--- src/rtl/sf2_uart_pkg.sv ---
// Shared definitions for the SmartFusion2 UART receiver and the transmitter planned to sit beside it.
package sf2_uart_pkg;

    localparam int OVERSAMPLE = 16;
    localparam int MID_SAMPLE = 7;

    typedef enum logic [2:0] {
        ST_IDLE,
        ST_START,
        ST_DATA,
        ST_PARITY,
        ST_STOP
    } uart_rx_state_t;

    // Clocks per oversample tick, rounded to nearest ($rtoi truncates after the +0.5).
    function automatic int uart_divisor(real clk, real baud);
        return $rtoi(clk / (baud * 16.0) + 0.5);
    endfunction

endpackage

--- src/rtl/sf2_uart_baud_tick.sv ---
// Oversample tick generator: strobes tick once every DIV clocks; clear restarts the phase.
module sf2_uart_baud_tick #(
    parameter int DIV = 1
) (
    input  logic clk_50mhz,
    input  logic rst_50mhz,
    input  logic clear,
    output logic tick
);
    localparam int CW = (DIV > 1) ? $clog2(DIV) : 1;
    localparam logic [CW-1:0] LAST = CW'(DIV - 1);

    logic [CW-1:0] cnt_reg;

    always_ff @(posedge clk_50mhz) begin
        if (rst_50mhz || clear) begin
            cnt_reg <= '0;
        end else if (cnt_reg == LAST) begin
            cnt_reg <= '0;
        end else begin
            cnt_reg <= cnt_reg + 1'b1;
        end
    end

    assign tick = (cnt_reg == LAST) && !clear;

endmodule

--- src/rtl/sf2_uart_rx.sv ---
// 16x oversampling UART receiver (8N1) with a one-entry valid/ready holding register.
// Define SF2_UART_RX_PARITY_EN to receive 8E1 frames and report parity mismatches on rx_perr.
module sf2_uart_rx
    import sf2_uart_pkg::*;
#(
    parameter real CLK_FREQUENCY = 50.0e6,
    parameter real BAUD_RATE     = 115200.0
) (
    input  logic       clk_50mhz,
    input  logic       rst_50mhz,
    input  logic       uart_rxd,
    output logic [7:0] rx_data,
    output logic       rx_valid,
    input  logic       rx_ready,
    output logic       rx_ferr,
    output logic       rx_perr,
    output logic       rx_overrun
);
    localparam int DIV = uart_divisor(CLK_FREQUENCY, BAUD_RATE);
    localparam int SYNC_STAGES = 2;
    localparam logic [3:0] OS_MID  = 4'(MID_SAMPLE);
    localparam logic [3:0] OS_LAST = 4'(OVERSAMPLE - 1);

    if (DIV < 1) begin : g_bad_div
        $error("sf2_uart_rx: clock too slow for requested baud rate (divisor < 1)");
    end

    logic sync_reg [SYNC_STAGES];
    logic rxd_s;
    logic rxd_prev_reg;

    for (genvar gi = 0; gi < SYNC_STAGES; gi++) begin : g_sync
        logic stage_in;
        if (gi == 0) begin : g_first
            assign stage_in = uart_rxd;
        end else begin : g_next
            assign stage_in = sync_reg[gi-1];
        end
        always_ff @(posedge clk_50mhz) begin
            if (rst_50mhz) sync_reg[gi] <= 1'b1;
            else           sync_reg[gi] <= stage_in;
        end
    end

    assign rxd_s = sync_reg[SYNC_STAGES-1];

    logic clear_tick;
    logic tick;

    sf2_uart_baud_tick #(.DIV(DIV)) u_baud_tick (
        .clk_50mhz (clk_50mhz),
        .rst_50mhz (rst_50mhz),
        .clear     (clear_tick),
        .tick      (tick)
    );

    uart_rx_state_t state_reg, state_next;
    logic [3:0] os_reg, os_next;
    logic [2:0] bit_reg, bit_next;
    logic [7:0] shift_reg, shift_next;
    logic       deliver_reg, deliver_next;
    logic       frame_ferr_reg, frame_ferr_next;
    logic       frame_perr_reg, frame_perr_next;

    always_ff @(posedge clk_50mhz) begin
        if (rst_50mhz) begin
            state_reg      <= ST_IDLE;
            rxd_prev_reg   <= 1'b1;
            os_reg         <= '0;
            bit_reg        <= '0;
            shift_reg      <= '0;
            deliver_reg    <= 1'b0;
            frame_ferr_reg <= 1'b0;
            frame_perr_reg <= 1'b0;
        end else begin
            state_reg      <= state_next;
            rxd_prev_reg   <= rxd_s;
            os_reg         <= os_next;
            bit_reg        <= bit_next;
            shift_reg      <= shift_next;
            deliver_reg    <= deliver_next;
            frame_ferr_reg <= frame_ferr_next;
            frame_perr_reg <= frame_perr_next;
        end
    end

    always_comb begin
        state_next      = state_reg;
        os_next         = os_reg;
        bit_next        = bit_reg;
        shift_next      = shift_reg;
        deliver_next    = 1'b0;
        frame_ferr_next = frame_ferr_reg;
        frame_perr_next = frame_perr_reg;
        clear_tick      = 1'b0;
        case (state_reg)
            ST_IDLE: begin
                // Edge-triggered so a held-low (break) line cannot restart a frame.
                if (rxd_prev_reg && !rxd_s) begin
                    clear_tick = 1'b1;
                    os_next    = '0;
                    state_next = ST_START;
                end
            end
            ST_START: begin
                if (tick) begin
                    if (os_reg == OS_MID) begin
                        os_next         = '0;
                        bit_next        = '0;
                        frame_perr_next = 1'b0;
                        state_next      = rxd_s ? ST_IDLE : ST_DATA;
                    end else begin
                        os_next = os_reg + 1'b1;
                    end
                end
            end
            ST_DATA: begin
                if (tick) begin
                    os_next = os_reg + 1'b1;
                    if (os_reg == OS_LAST) begin
                        shift_next = {rxd_s, shift_reg[7:1]};
                        bit_next   = bit_reg + 1'b1;
                        if (bit_reg == 3'd7) begin
`ifdef SF2_UART_RX_PARITY_EN
                            state_next = ST_PARITY;
`else
                            state_next = ST_STOP;
`endif
                        end
                    end
                end
            end
`ifdef SF2_UART_RX_PARITY_EN
            ST_PARITY: begin
                if (tick) begin
                    os_next = os_reg + 1'b1;
                    if (os_reg == OS_LAST) begin
                        frame_perr_next = ^{shift_reg, rxd_s};
                        state_next      = ST_STOP;
                    end
                end
            end
`endif
            ST_STOP: begin
                // Leave at mid-stop so a back-to-back start edge is not missed.
                if (tick) begin
                    os_next = os_reg + 1'b1;
                    if (os_reg == OS_LAST) begin
                        frame_ferr_next = !rxd_s;
                        deliver_next    = 1'b1;
                        state_next      = ST_IDLE;
                    end
                end
            end
            default: state_next = ST_IDLE;
        endcase
    end

    logic [7:0] rx_data_reg;
    logic       rx_valid_reg;
    logic       rx_ferr_reg;
    logic       rx_perr_reg;
    logic       rx_overrun_reg;

    always_ff @(posedge clk_50mhz) begin
        if (rst_50mhz) begin
            rx_data_reg    <= '0;
            rx_valid_reg   <= 1'b0;
            rx_ferr_reg    <= 1'b0;
            rx_perr_reg    <= 1'b0;
            rx_overrun_reg <= 1'b0;
        end else begin
            rx_overrun_reg <= 1'b0;
            if (deliver_reg && (!rx_valid_reg || rx_ready)) begin
                rx_data_reg  <= shift_reg;
                rx_ferr_reg  <= frame_ferr_reg;
                rx_perr_reg  <= frame_perr_reg;
                rx_valid_reg <= 1'b1;
            end else begin
                if (deliver_reg) rx_overrun_reg <= 1'b1;
                if (rx_valid_reg && rx_ready) rx_valid_reg <= 1'b0;
            end
        end
    end

    assign rx_data    = rx_data_reg;
    assign rx_valid   = rx_valid_reg;
    assign rx_ferr    = rx_ferr_reg;
    assign rx_overrun = rx_overrun_reg;
`ifdef SF2_UART_RX_PARITY_EN
    assign rx_perr    = rx_perr_reg;
`else
    assign rx_perr    = 1'b0;
`endif

endmodule

--- config.mk ---
export PLATFORM = sky130hd
export DESIGN_NAME = sf2_uart_rx
export DESIGN_NICKNAME = d
export VERILOG_FILES = /design/src/rtl/sf2_uart_pkg.sv /design/src/rtl/sf2_uart_baud_tick.sv /design/src/rtl/sf2_uart_rx.sv
export SDC_FILE = /design/constraint.sdc
export NUM_CORES = 1
export LEC_CHECK = 0
export ABC_CLOCK_PERIOD_IN_PS = 3800
export BUFFER_PORTS_ARGS = -buffer_cell sky130_fd_sc_hd__buf_2
export CAP_MARGIN = 25
export CORE_MARGIN = 4
export CORE_UTILIZATION = 60
export DETAILED_ROUTE_END_ITERATION = 6
export HOLD_SLACK_MARGIN = 0.15
export PLACE_DENSITY = 0.89
export SYNTH_ARGS = -nofsm -noshare
export SYNTH_HDL_FRONTEND = slang
export SYNTH_SLANG_ARGS = --single-unit
export TNS_END_PERCENT = 50
--- constraint.sdc ---
create_clock -name clk_50mhz -period 3.8 [get_ports clk_50mhz]
set_input_delay 0.57 -clock clk_50mhz [delete_from_list [all_inputs] [get_ports clk_50mhz]]
set_output_delay 0.57 -clock clk_50mhz [all_outputs]
set_load 0.02 [all_outputs]
==> out/results.txt, run 1 <==
Outcome -> finished clean
Largest net degree at the start of global routing -> 37
Clock slew at reported path FFs -> 120 ps
Unrepaired setup endpoints after global routing -> false
Core area -> 2734 sq um
Core Rows -> 19
TritonCTS Buffers -> 5
Most frequent cell after synthesis -> dfxtp_1
VDD IR max -> 352.0 uV
Die Wd -> 61.45 um
F_max -> 582.1 MHz
Fin nets -> 206
Non-filler cells, final -> 229
Filler cell count -> 219
Clock power share -> 0.315
Cts hold-fix bufs -> 0
Max_cap viols -> 0
Sequential power share -> 0.643
Mean Syn Cell Area -> 9.167 sq um
Final hold viol count -> 0
Delay of the slowest critical-path stage -> 640 ps
Clk root buf -> clkbuf_4
Setup TNS -> 0 ps
Pint -> 495.0 uW
Tmin final -> 1718 ps
Slowest cell on crit path -> dfxtp_1
PwrDens -> 359.5 nW/um^2
Global route overflow -> 0
Placer Congestion -> 0.8221
Cell variety after synth -> 45
Vias in the first global route -> 1237
Layout Area Growth over Synthesis -> 5.912%
Worst setup EP type -> flop
Slew margin rel. -> 0.6164
Starting density of the core -> 0.6270
YS warnings -> 0
Worst min path class -> input pin to flop
Number of flops mapped to enable cells by yosys -> 0
Register Area -> 780.7 sq um
Antenna violations before repair -> 0
Synth area leader -> dfxtp_1
Overall routed net length -> 3182 um
I/O pin count -> 16
Synth top area cells -> dfxtp_1 (46%), nor2_1 (7.0%), mux2i_1 (6.4%), nand2_1 (4.2%), ha_1 (3.6%)
Clk buf depth -> 2
Max-slew violations -> 0
Post-Syn Nets -> 196
CP delay by family, top -> flip-flops
Crit path launch type -> flop
Critical path, cell by cell -> or3b_4 > o22ai_4 > nand2_2 > a21bo_1 > a21oi_2
Logic pwr share -> 0.043
P_sw -> 157.6 uW
Final period util -> 0.4521
Clk sinks -> 39
Post-CTS sizing -> 0
Sw Ratio -> 0.2415
Multi-input logic area -> 842.1 sq um
Via density -> 5.760
Post-synth top area share -> 0.4555
CP arrival -> 2000 ps
DRT Pass-1 Iters -> 4
Die Ht -> 61.45 um
Proportion of layout cells with a drive suffix above 1 -> 0.1818
Setup Viol. Count Final -> 0
Ys flop type -> dfxtp_1
Post-DRT Antenna Nets -> 0
Post-DP HPWL -> 2294 um
Residual DRC count -> 0
Synth async-reset ratio -> 0
GRT Util Overall -> 0.1940
H-Tree Depth -> 2
Mapped Area -> 1714 sq um
Worst slew pin tran -> 575.3 ps
Crit Path Class -> flop to flop
CTS tree -> done
Input/output buffers -> 14
Global-route wire length before repair -> 5368 um
Yosys reg bits -> 39
Worst Skew -> 14.95 ps
Seq/Total Area, Yosys -> 0.4555
Crit path buf inv count -> 0
Die area -> 3776 sq um
Worst path required time -> 4080 ps
Initial drt markers -> 88
Final Core Density -> 0.6641
Crit path max fanout -> 13
Leak Pwr -> 0.8064 nW
Placed cells -> 221
Most common library cells after synthesis -> dfxtp_1 (39), nor2_1 (32), nand2_1 (19), a21oi_1 (12), mux2i_1 (11)
Number of diodes -> 0
Post-Syn Instances -> 187
Post-CTS Setup Inserts -> 0
Vias -> 1319
Routed len/inst -> 13.90 um
Clk Latency, worst-skew pair -> 350 ps
power by group through the flow:
stage	Sequential (mW)	Clock [mW]	Combinational, mW
final	0.419	0.205	0.0279
after global routing	0.420	0.227	0.0318
after floorplan	0.426	0	0.0258
after global placement	0.428	0	0.0262
after detailed placement	0.429	0	0.0278
after CTS	0.419	0.211	0.0279
through the flow:
| step | total power [mW] | setup WS [ps] | hold WS [ps] | area (sq um) |
|---|---|---|---|---|
| 2_1_floorplan | 0.4517 | 2309 | 389.5 | 1714 |
| 3_3_place_gp | 0.4540 | 2151 | 407.4 | 1758 |
| 3_5_place_dp | 0.4563 | 2100 | 411.8 | 1758 |
| 4_1_cts | 0.6586 | 2076 | 392.4 | 1815 |
| 5_1_grt | 0.6789 | 1927 | 400.0 | 1815 |
| 6_report | 0.6526 | 2082 | 400.3 | 1815 |
final cells by class:
cell class                      count  area share
Multi-Input combinational cell    131      0.4638
Sequential cell                    39      0.4300
Timing Repair Buffer               15     0.04273
Tap cell                           31     0.02136
Clock buffer                        5     0.02068
Clock inverter                      3     0.01103
Inverter                            5     0.01034
layer usage:
layer	GRT usage	part of all wire	routed length [um]	up-vias
met4	0.09394	0.012	38	0
met2	0.3263	0.51	1610	38
met1	0.2294	0.42	1351	626
li1	-	-	-	651
met5	0	0	0	-
met3	0.05031	0.057	182	4
placed cells by master (no fill, tap or decap), types with 2 or more instances in the layout:
master / n
nand4_1: 2
o41ai_1: 2
and4b_1: 2
nor2_1: 32
mux2i_1: 11
inv_1: 4
nand2b_1: 3
a21oi_1: 12
dfxtp_1: 39
and2_1: 2
xor2_1: 2
nand3_1: 5
nand2_1: 19
ha_1: 5
a22oi_1: 2
or2_2: 3
clkbuf_4: 5
nor3b_1: 2
o21ai_0: 3
nor2b_1: 2
buf_2: 14
o21ai_1: 2
clkinvlp_4: 2
path summary, 6_finish.rpt:
path | slack, ps | start | to | depth (start not counted)
worst max-delay path | 2080 | state_reg[0]$_SDFFE_PP0P_ | os_reg[3]$_SDFFE_PP0P_ | 5
worst min register to register | 430 | sync_reg[0]$_DFF_P_ | sync_reg[1]$_DFF_P_ | 1
worst max register to register | 2080 | state_reg[0]$_SDFFE_PP0P_ | os_reg[3]$_SDFFE_PP0P_ | 5
worst min-delay path | 400 | rx_ready | rx_overrun$_SDFF_PP0_ | 2
logic make-up (layout without fill, tap and decap cells):
logic type      count (synthesis)  after routing  synth area share
simple gates                   82             82            0.2533
flops                          39             39            0.4555
compound gates                 28             28            0.1102
buf+inv                        17             28           0.05327
mux                            11             11           0.06424
fa+ha+maj                       5              5           0.03650
xor+xnor                        4              4           0.02482
other cells                     1              1          0.002188
(Power assumes the default switching activity.)
==> run 2, diff against run 1 <==
--- a/config.mk
+++ b/config.mk
@@ -5,14 +5,14 @@
 export SDC_FILE = /design/constraint.sdc
 export NUM_CORES = 1
 export LEC_CHECK = 0
-export ABC_CLOCK_PERIOD_IN_PS = 3800
+export ABC_CLOCK_PERIOD_IN_PS = 1660
 export BUFFER_PORTS_ARGS = -buffer_cell sky130_fd_sc_hd__buf_2
 export CAP_MARGIN = 25
 export CORE_MARGIN = 4
-export CORE_UTILIZATION = 60
+export CORE_UTILIZATION = 57
 export DETAILED_ROUTE_END_ITERATION = 6
 export HOLD_SLACK_MARGIN = 0.15
-export PLACE_DENSITY = 0.89
+export PLACE_DENSITY = 0.86
 export SYNTH_ARGS = -nofsm -noshare
 export SYNTH_HDL_FRONTEND = slang
 export SYNTH_SLANG_ARGS = --single-unit
==> constraint.sdc (replaced) <==
create_clock -name clk_50mhz -period 1.66 [get_ports clk_50mhz]
set_input_delay 0.249 -clock clk_50mhz [delete_from_list [all_inputs] [get_ports clk_50mhz]]
set_output_delay 0.249 -clock clk_50mhz [all_outputs]
set_load 0.02 [all_outputs]
==> run 2 against run 1 <==
Against the previous run:
- power increased by 130%
- non-clock buffer count increased by 10
- maximum frequency increased by 7.2%
- wire length increased by 18%
- critical path depth increased by 2
- cell count increased by 3.9%
- hold slack got worse by 170 ps
- global-route usage about the same
- largest power group unchanged
==> out/results.txt, run 2 (same netlist as run 1, synthesis figures left out) <==
Outcome -> finished clean
Vias in the first global route -> 1421 (+15%)
Post-DRT Antenna Nets -> 0 (unchanged)
Placed cells -> 226 (+2.3%)
Worst Skew -> 4.703 ps (-10.25 ps)
GRT Util Overall -> 0.1943 (+0.0003657)
Proportion of layout cells with a drive suffix above 1 -> 0.2947 (+0.1129)
Placer Congestion -> 0.8244 (+0.28%)
Tmin final -> 1603 ps (-115.3 ps)
R2r endpoint -> state_reg[2]$_SDFFE_PP0P_
Slack of the worst reg-to-reg path -> 60 ps (-2020 ps)
Via density -> 5.794 (+0.60%)
Reg2reg path depth -> 7 (+2)
VDD IR max -> 660.2 uV (+88%)
Routed len/inst -> 15.76 um (+13%)
Residual DRC count -> 0 (unchanged)
Die Ht -> 62.84 um (+2.3%)
Post-place instance area -> 1795 sq um (+2.1%)
Crit Path Class -> flop to flop
Register Area -> 790.8 sq um (+1.3%)
H-Tree Depth -> 2 (unchanged)
Clock slew at reported path FFs -> 110 ps (about the same)
Clk sinks -> 39 (unchanged)
DRT Pass-1 Iters -> 5 (+1)
Most frequent cells in the layout -> dfxtp_1 (33), nor2_1 (31), nand2_1 (19), buf_2 (14)
Clk Latency, worst-skew pair -> 350 ps (about the same)
Core Rows -> 19 (unchanged)
CTS tree -> done
Layout Area Growth over Synthesis -> 15.18%
Overall routed net length -> 3752 um (+18%)
Largest net degree at the start of global routing -> 25 (-32%)
Final Cell Area -> 1974 sq um (+8.8%)
Die area -> 3949 sq um (+4.6%)
Leak Pwr -> 0.8721 nW (+8.1%)
Global route overflow -> 0 (unchanged)
Vias -> 1379 (+4.5%)
Global-route wire length before repair -> 6085 um (+13%)
Worst min path class -> input pin to flop
Filler cell count -> 203 (-7.3%)
I/O pin count -> 16 (unchanged)
PwrDens -> 769.6 nW/um^2 (+110%)
Commonest non-fill, non-tap cell in the layout -> dfxtp_1
Antenna violations before repair -> 0 (unchanged)
Max-slew violations -> 0 (unchanged)
Crit path max fanout -> 8 (-5)
Final Core Density -> 0.7038 (+0.03976)
Final period util -> 0.9654 (+0.5133)
Clk root buf -> clkbuf_4
Starting density of the core -> 0.6111 (-0.01594)
Setup Viol. Count Final -> 0 (unchanged)
Core area -> 2805 sq um (+2.6%)
Post-DP HPWL -> 2515 um (+9.6%)
PnR worst setup slack -> 57.42 ps (-2025 ps)
Final hold viol count -> 0 (unchanged)
Worst path required time -> 1900 ps (-2180 ps)
R2r startpoint -> u_baud_tick.cnt_reg[0]$_SDFF_PP0_
Crit path launch type -> flop
Worst Setup Slack post-DPL -> -181.5 ps (-2282 ps)
Worst setup EP type -> flop
Max_cap viols -> 0 (unchanged)
Multi-input logic area -> 905.9 sq um (+7.6%)
Initial drt markers -> 96 (+9.1%)
CP Launch Point -> u_baud_tick.cnt_reg[0]$_SDFF_PP0_
CP Capture Point -> state_reg[2]$_SDFFE_PP0P_
Fin nets -> 216 (+4.9%)
TritonCTS Buffers -> 5 (unchanged)
Input/output buffers -> 14 (unchanged)
F_max -> 624.0 MHz (+7.2%)
Number of diodes -> 0 (unchanged)
Non-filler cells, final -> 238 (+3.9%)
Clk buf depth -> 2 (unchanged)
CP arrival -> 1840 ps (-160 ps)
Die Wd -> 62.84 um (+2.3%)
run 2: worst min path at each step:
stage / start / to / slack (ps) / cells past startpoint
global route: rst_50mhz / bit_reg[2]$_SDFFE_PP0P_ / 250 / 2
floorplan: rx_ready / rx_overrun$_SDFF_PP0_ / 330 / 1
global placement: sync_reg[0]$_DFF_P_ / sync_reg[1]$_DFF_P_ / 400 / 1
CTS: rst_50mhz / bit_reg[1]$_SDFFE_PP0P_ / 230 / 2
finish: rst_50mhz / bit_reg[1]$_SDFFE_PP0P_ / 230 / 2
detailed placement: sync_reg[0]$_DFF_P_ / sync_reg[1]$_DFF_P_ / 400 / 1
run 2: critical path, cell delays in order (launching register included):
cell,delay (ps)
dfxtp_4,380
inv_4,60
ha_4,120
and4b_4,320
a21oi_2,80
o32a_1,250
o21ai_1,190
o41ai_2,90
run 2: area by class of cell:
| cell class | count | share of cell area |
|---|---|---|
| Clock buffer | 5 | 0.01901 |
| Tap cell | 31 | 0.01965 |
| Sequential cell | 39 | 0.4005 |
| Multi-Input combinational cell | 131 | 0.4588 |
| Inverter | 5 | 0.01331 |
| Clock inverter | 2 | 0.006971 |
| Timing Repair Buffer | 25 | 0.08175 |
run 2: through the flow:
stage	hold slack (ps)	TNS, ps	power [mW]
after CTS	227.3	-17.64	1.510
after detailed placement	396.9	-336.7	1.053
after global routing	245.7	-17.20	1.588
after floorplan	326.3	0	1.034
final	232.3	0	1.519
after global placement	398.1	0	1.044
run 2: metal layers:
metal / global-route usage / share of wire
met5: 0 / 0
met2: 0.3542 / 0.55
met4: 0.1185 / 0.026
met1: 0.1960 / 0.39
met3: 0.05036 / 0.038
run 2: what timing repair did:
action                                  CTS  global route
hold buffers                              2             0
endpoints found under the setup margin   15            16
gates resized for setup                   4            25
buffers inserted                          2             1
hold endpoints to repair                  2             0
pin swaps                                 0             5
gates cloned                              0             0
run 2: power by group:
group / total, mW / switching [mW] / leakage [nW] / internal (mW)
sequential: 0.962 / 0.0141 / 0.318 / 0.947
combinational: 0.0908 / 0.0516 / 0.523 / 0.0393
clock: 0.467 / 0.310 / 0.0310 / 0.157
total: 1.52 / 0.375 / 0.872 / 1.14
==> run 3, diff against run 2 <==
--- a/config.mk
+++ b/config.mk
@@ -5,7 +5,7 @@
 export SDC_FILE = /design/constraint.sdc
 export NUM_CORES = 1
 export LEC_CHECK = 0
-export ABC_CLOCK_PERIOD_IN_PS = 1660
+export ABC_CLOCK_PERIOD_IN_PS = 1800
 export BUFFER_PORTS_ARGS = -buffer_cell sky130_fd_sc_hd__buf_2
 export CAP_MARGIN = 25
 export CORE_MARGIN = 4
==> constraint.sdc (replaced) <==
create_clock -name clk_50mhz -period 1.8 [get_ports clk_50mhz]
set_input_delay 0.27 -clock clk_50mhz [delete_from_list [all_inputs] [get_ports clk_50mhz]]
set_output_delay 0.27 -clock clk_50mhz [all_outputs]
set_load 0.02 [all_outputs]
==> run 3 against run 2 <==
Against the previous run:
- combinational power down 27%
- largest cell class unchanged
- design area down 5.3%
- die area unchanged
- cell count down 2.5%
- setup slack better by 64 ps
- via count down 4.6%
- sequential cell count unchanged
- sequential power down 7.9%
- highest routed layer unchanged
- critical path depth unchanged
- register-to-register slack better by 60 ps
- critical endpoint unchanged
- critical path type unchanged
- clock-buffer cell count unchanged
- maximum frequency down 4.6%
==> out/results.txt, run 3 (same netlist as run 1, synthesis figures left out) <==
Via density -> 5.668 (-2.2%)
Clk Latency, worst-skew pair -> 350 ps (about the same)
Slack of the worst reg-to-reg path -> 120 ps (+60 ps)
Post-CTS Setup Inserts -> 0 (-2)
Overall routed net length -> 3176 um (-15%)
Core Rows -> 19 (unchanged)
Routed len/inst -> 13.69 um (-13%)
I/O pin count -> 16 (unchanged)
Die Ht -> 62.84 um (unchanged)
Setup TNS -> 0 ps (unchanged)
Commonest non-fill, non-tap cell in the layout -> dfxtp_1
Sw Ratio -> 0.2211 (-0.02597)
Clk buf depth -> 2 (unchanged)
Starting density of the core -> 0.6111 (unchanged)
Die area -> 3949 sq um (unchanged)
Hold Path End -> rx_data[5]$_SDFFE_PP0P_
Unrepaired setup endpoints after global routing -> false
Crit Path Class -> flop to flop
Input/output buffers -> 14 (unchanged)
Layout Area Growth over Synthesis -> 9.124%
Number of diodes -> 0 (unchanged)
Clock power share -> 0.378 (+0.071)
Worst setup EP type -> flop
Leak Pwr -> 0.8381 nW (-3.9%)
Reg2reg path depth -> 7 (unchanged)
Final hold viol count -> 0 (unchanged)
Max-slew violations -> 0 (unchanged)
Clock slew at reported path FFs -> 120 ps (about the same)
Worst Skew -> 9.708 ps (+5.005 ps)
F_max -> 595.6 MHz (-4.6%)
CTS tree -> done
P_sw -> 338.7 uW (-9.8%)
Vias -> 1315 (-4.6%)
Cells on Worst Hold Path -> 2 (unchanged)
Largest net degree at the start of global routing -> 20 (-20%)
R2r startpoint -> u_baud_tick.cnt_reg[0]$_SDFF_PP0_
Proportion of layout cells with a drive suffix above 1 -> 0.1990 (-0.09568)
CP arrival -> 1920 ps (+80 ps)
Filler cell count -> 223 (+9.9%)
Logic pwr share -> 0.043 (-0.017)
Vias in the first global route -> 1360 (-4.3%)
R2r endpoint -> state_reg[2]$_SDFFE_PP0P_
Outcome -> finished clean
VDD IR max -> 600.3 uV (-9.1%)
Fin nets -> 209 (-3.2%)
Final Core Density -> 0.6668 (-0.03702)
Post-DRT Antenna Nets -> 0 (unchanged)
Initial drt markers -> 59 (-39%)
Worst min path class -> input pin to flop
PwrDens -> 818.9 nW/um^2 (+6.4%)
Most frequent cells in the layout -> dfxtp_1 (38), nor2_1 (32), nand2_1 (19), buf_2 (14), a21oi_1 (12)
Clk root buf -> clkbuf_4
HP Start -> rst_50mhz
Global route overflow -> 0 (unchanged)
Final period util -> 0.9328 (-0.03261)
Placer Congestion -> 0.7265 (-12%)
Core area -> 2805 sq um (unchanged)
CP Launch Point -> u_baud_tick.cnt_reg[0]$_SDFF_PP0_
Crit path launch type -> flop
Setup Viol. Count Final -> 0 (unchanged)
Global-route wire length before repair -> 5830 um (-4.2%)
Post-DP HPWL -> 2308 um (-8.2%)
TritonCTS Buffers -> 5 (unchanged)
Tmin final -> 1679 ps (+76.46 ps)
DRT Pass-1 Iters -> 4 (-1)
GRT Util Overall -> 0.1840 (-0.01030)
Crit path max fanout -> 9 (+1)
H-Tree Depth -> 2 (unchanged)
Sequential power share -> 0.578 (-0.055)
Worst path required time -> 2050 ps (+150 ps)
Max_cap viols -> 0 (unchanged)
Die Wd -> 62.84 um (unchanged)
Pint -> 1.193 mW (+4.3%)
Clk sinks -> 39 (unchanged)
Residual DRC count -> 0 (unchanged)
Antenna violations before repair -> 0 (unchanged)
==> run 3: cell count changes in the layout (fill, tap and decap cells not counted), sizes merged <==
cell,previous run,this run
buf,23,16
bufinv,0,1
==> run 3: per-layer routing <==
metal | track usage | wire length, um | part of all wire | vias to the layer above
met2 | 0.3302 | 1605 | 0.51 | 25
met3 | 0.03777 | 112 | 0.035 | 6
li1 | - | - | - | 659
met1 | 0.1991 | 1405 | 0.44 | 625
met5 | 0 | 0 | 0 | -
met4 | 0.1047 | 52 | 0.016 | 0
==> run 3: final cells by class <==
cell class                 instances  area [sq um]  share of cell area
clock buffer                       5         37.54             0.02007
clock inverter                     3         43.79             0.02341
inverter                           5         18.77             0.01003
multi-input combinational        131         844.6              0.4515
sequential                        39         782.0              0.4181
tap                               31         38.79             0.02074
timing repair buffer              18         105.1             0.05619
==> run 3: power groups by stage <==
stage / Clock, mW / Sequential (mW) / Combinational, mW
3_3_place_gp: 0 / 0.903 / 0.0576
3_5_place_dp: 0 / 0.905 / 0.0629
4_1_cts: 0.597 / 0.885 / 0.0663
6_report: 0.580 / 0.886 / 0.0662
5_1_grt: 0.633 / 0.888 / 0.0731
2_1_floorplan: 0 / 0.899 / 0.0545
==> run 3: per-stage QoR <==
stage / std cells / area [sq um] / hold WS [ps] / setup WS, ps / power, mW
final: 232 / 1871 / 289.1 / 121.0 / 1.532
after CTS: 232 / 1867 / 278.5 / 46.20 / 1.548
after global placement: 222 / 1765 / 393.5 / 161.0 / 0.9611
after global routing: 232 / 1871 / 302.9 / 0.3790 / 1.594
after floorplan: 187 / 1714 / 347.3 / 309.2 / 0.9536
after detailed placement: 222 / 1765 / 396.0 / 87.08 / 0.9674
==> run 3: how the worst max path moves through the flow <==
stage	end	slack (ps)	cells past startpoint
floorplan	os_reg[3]$_SDFFE_PP0P_	310	8
global placement	state_reg[2]$_SDFFE_PP0P_	160	5
detailed placement	state_reg[2]$_SDFFE_PP0P_	90	5
CTS	state_reg[2]$_SDFFE_PP0P_	50	5
global route	shift_reg[7]$_SDFFE_PP0P_	0.4	5
finish	state_reg[2]$_SDFFE_PP0P_	120	7
==> run 3: repair_timing <==
| action | CTS | global route |
|---|---|---|
| endpoints found under the setup margin | 0 | 13 |
| gates resized for setup | 0 | 3 |
| hold endpoints to repair | 2 | 0 |
| hold buffers | 2 | 0 |
==> run 3: worst max-delay path, stage by stage, from the launching register on <==
cell and delay (ps):
dfxtp_1 390, inv_1 70, ha_1 190, and4b_2 300, a2bb2oi_1 160, nor2_1 250, o21ai_0 140, o41ai_1 70
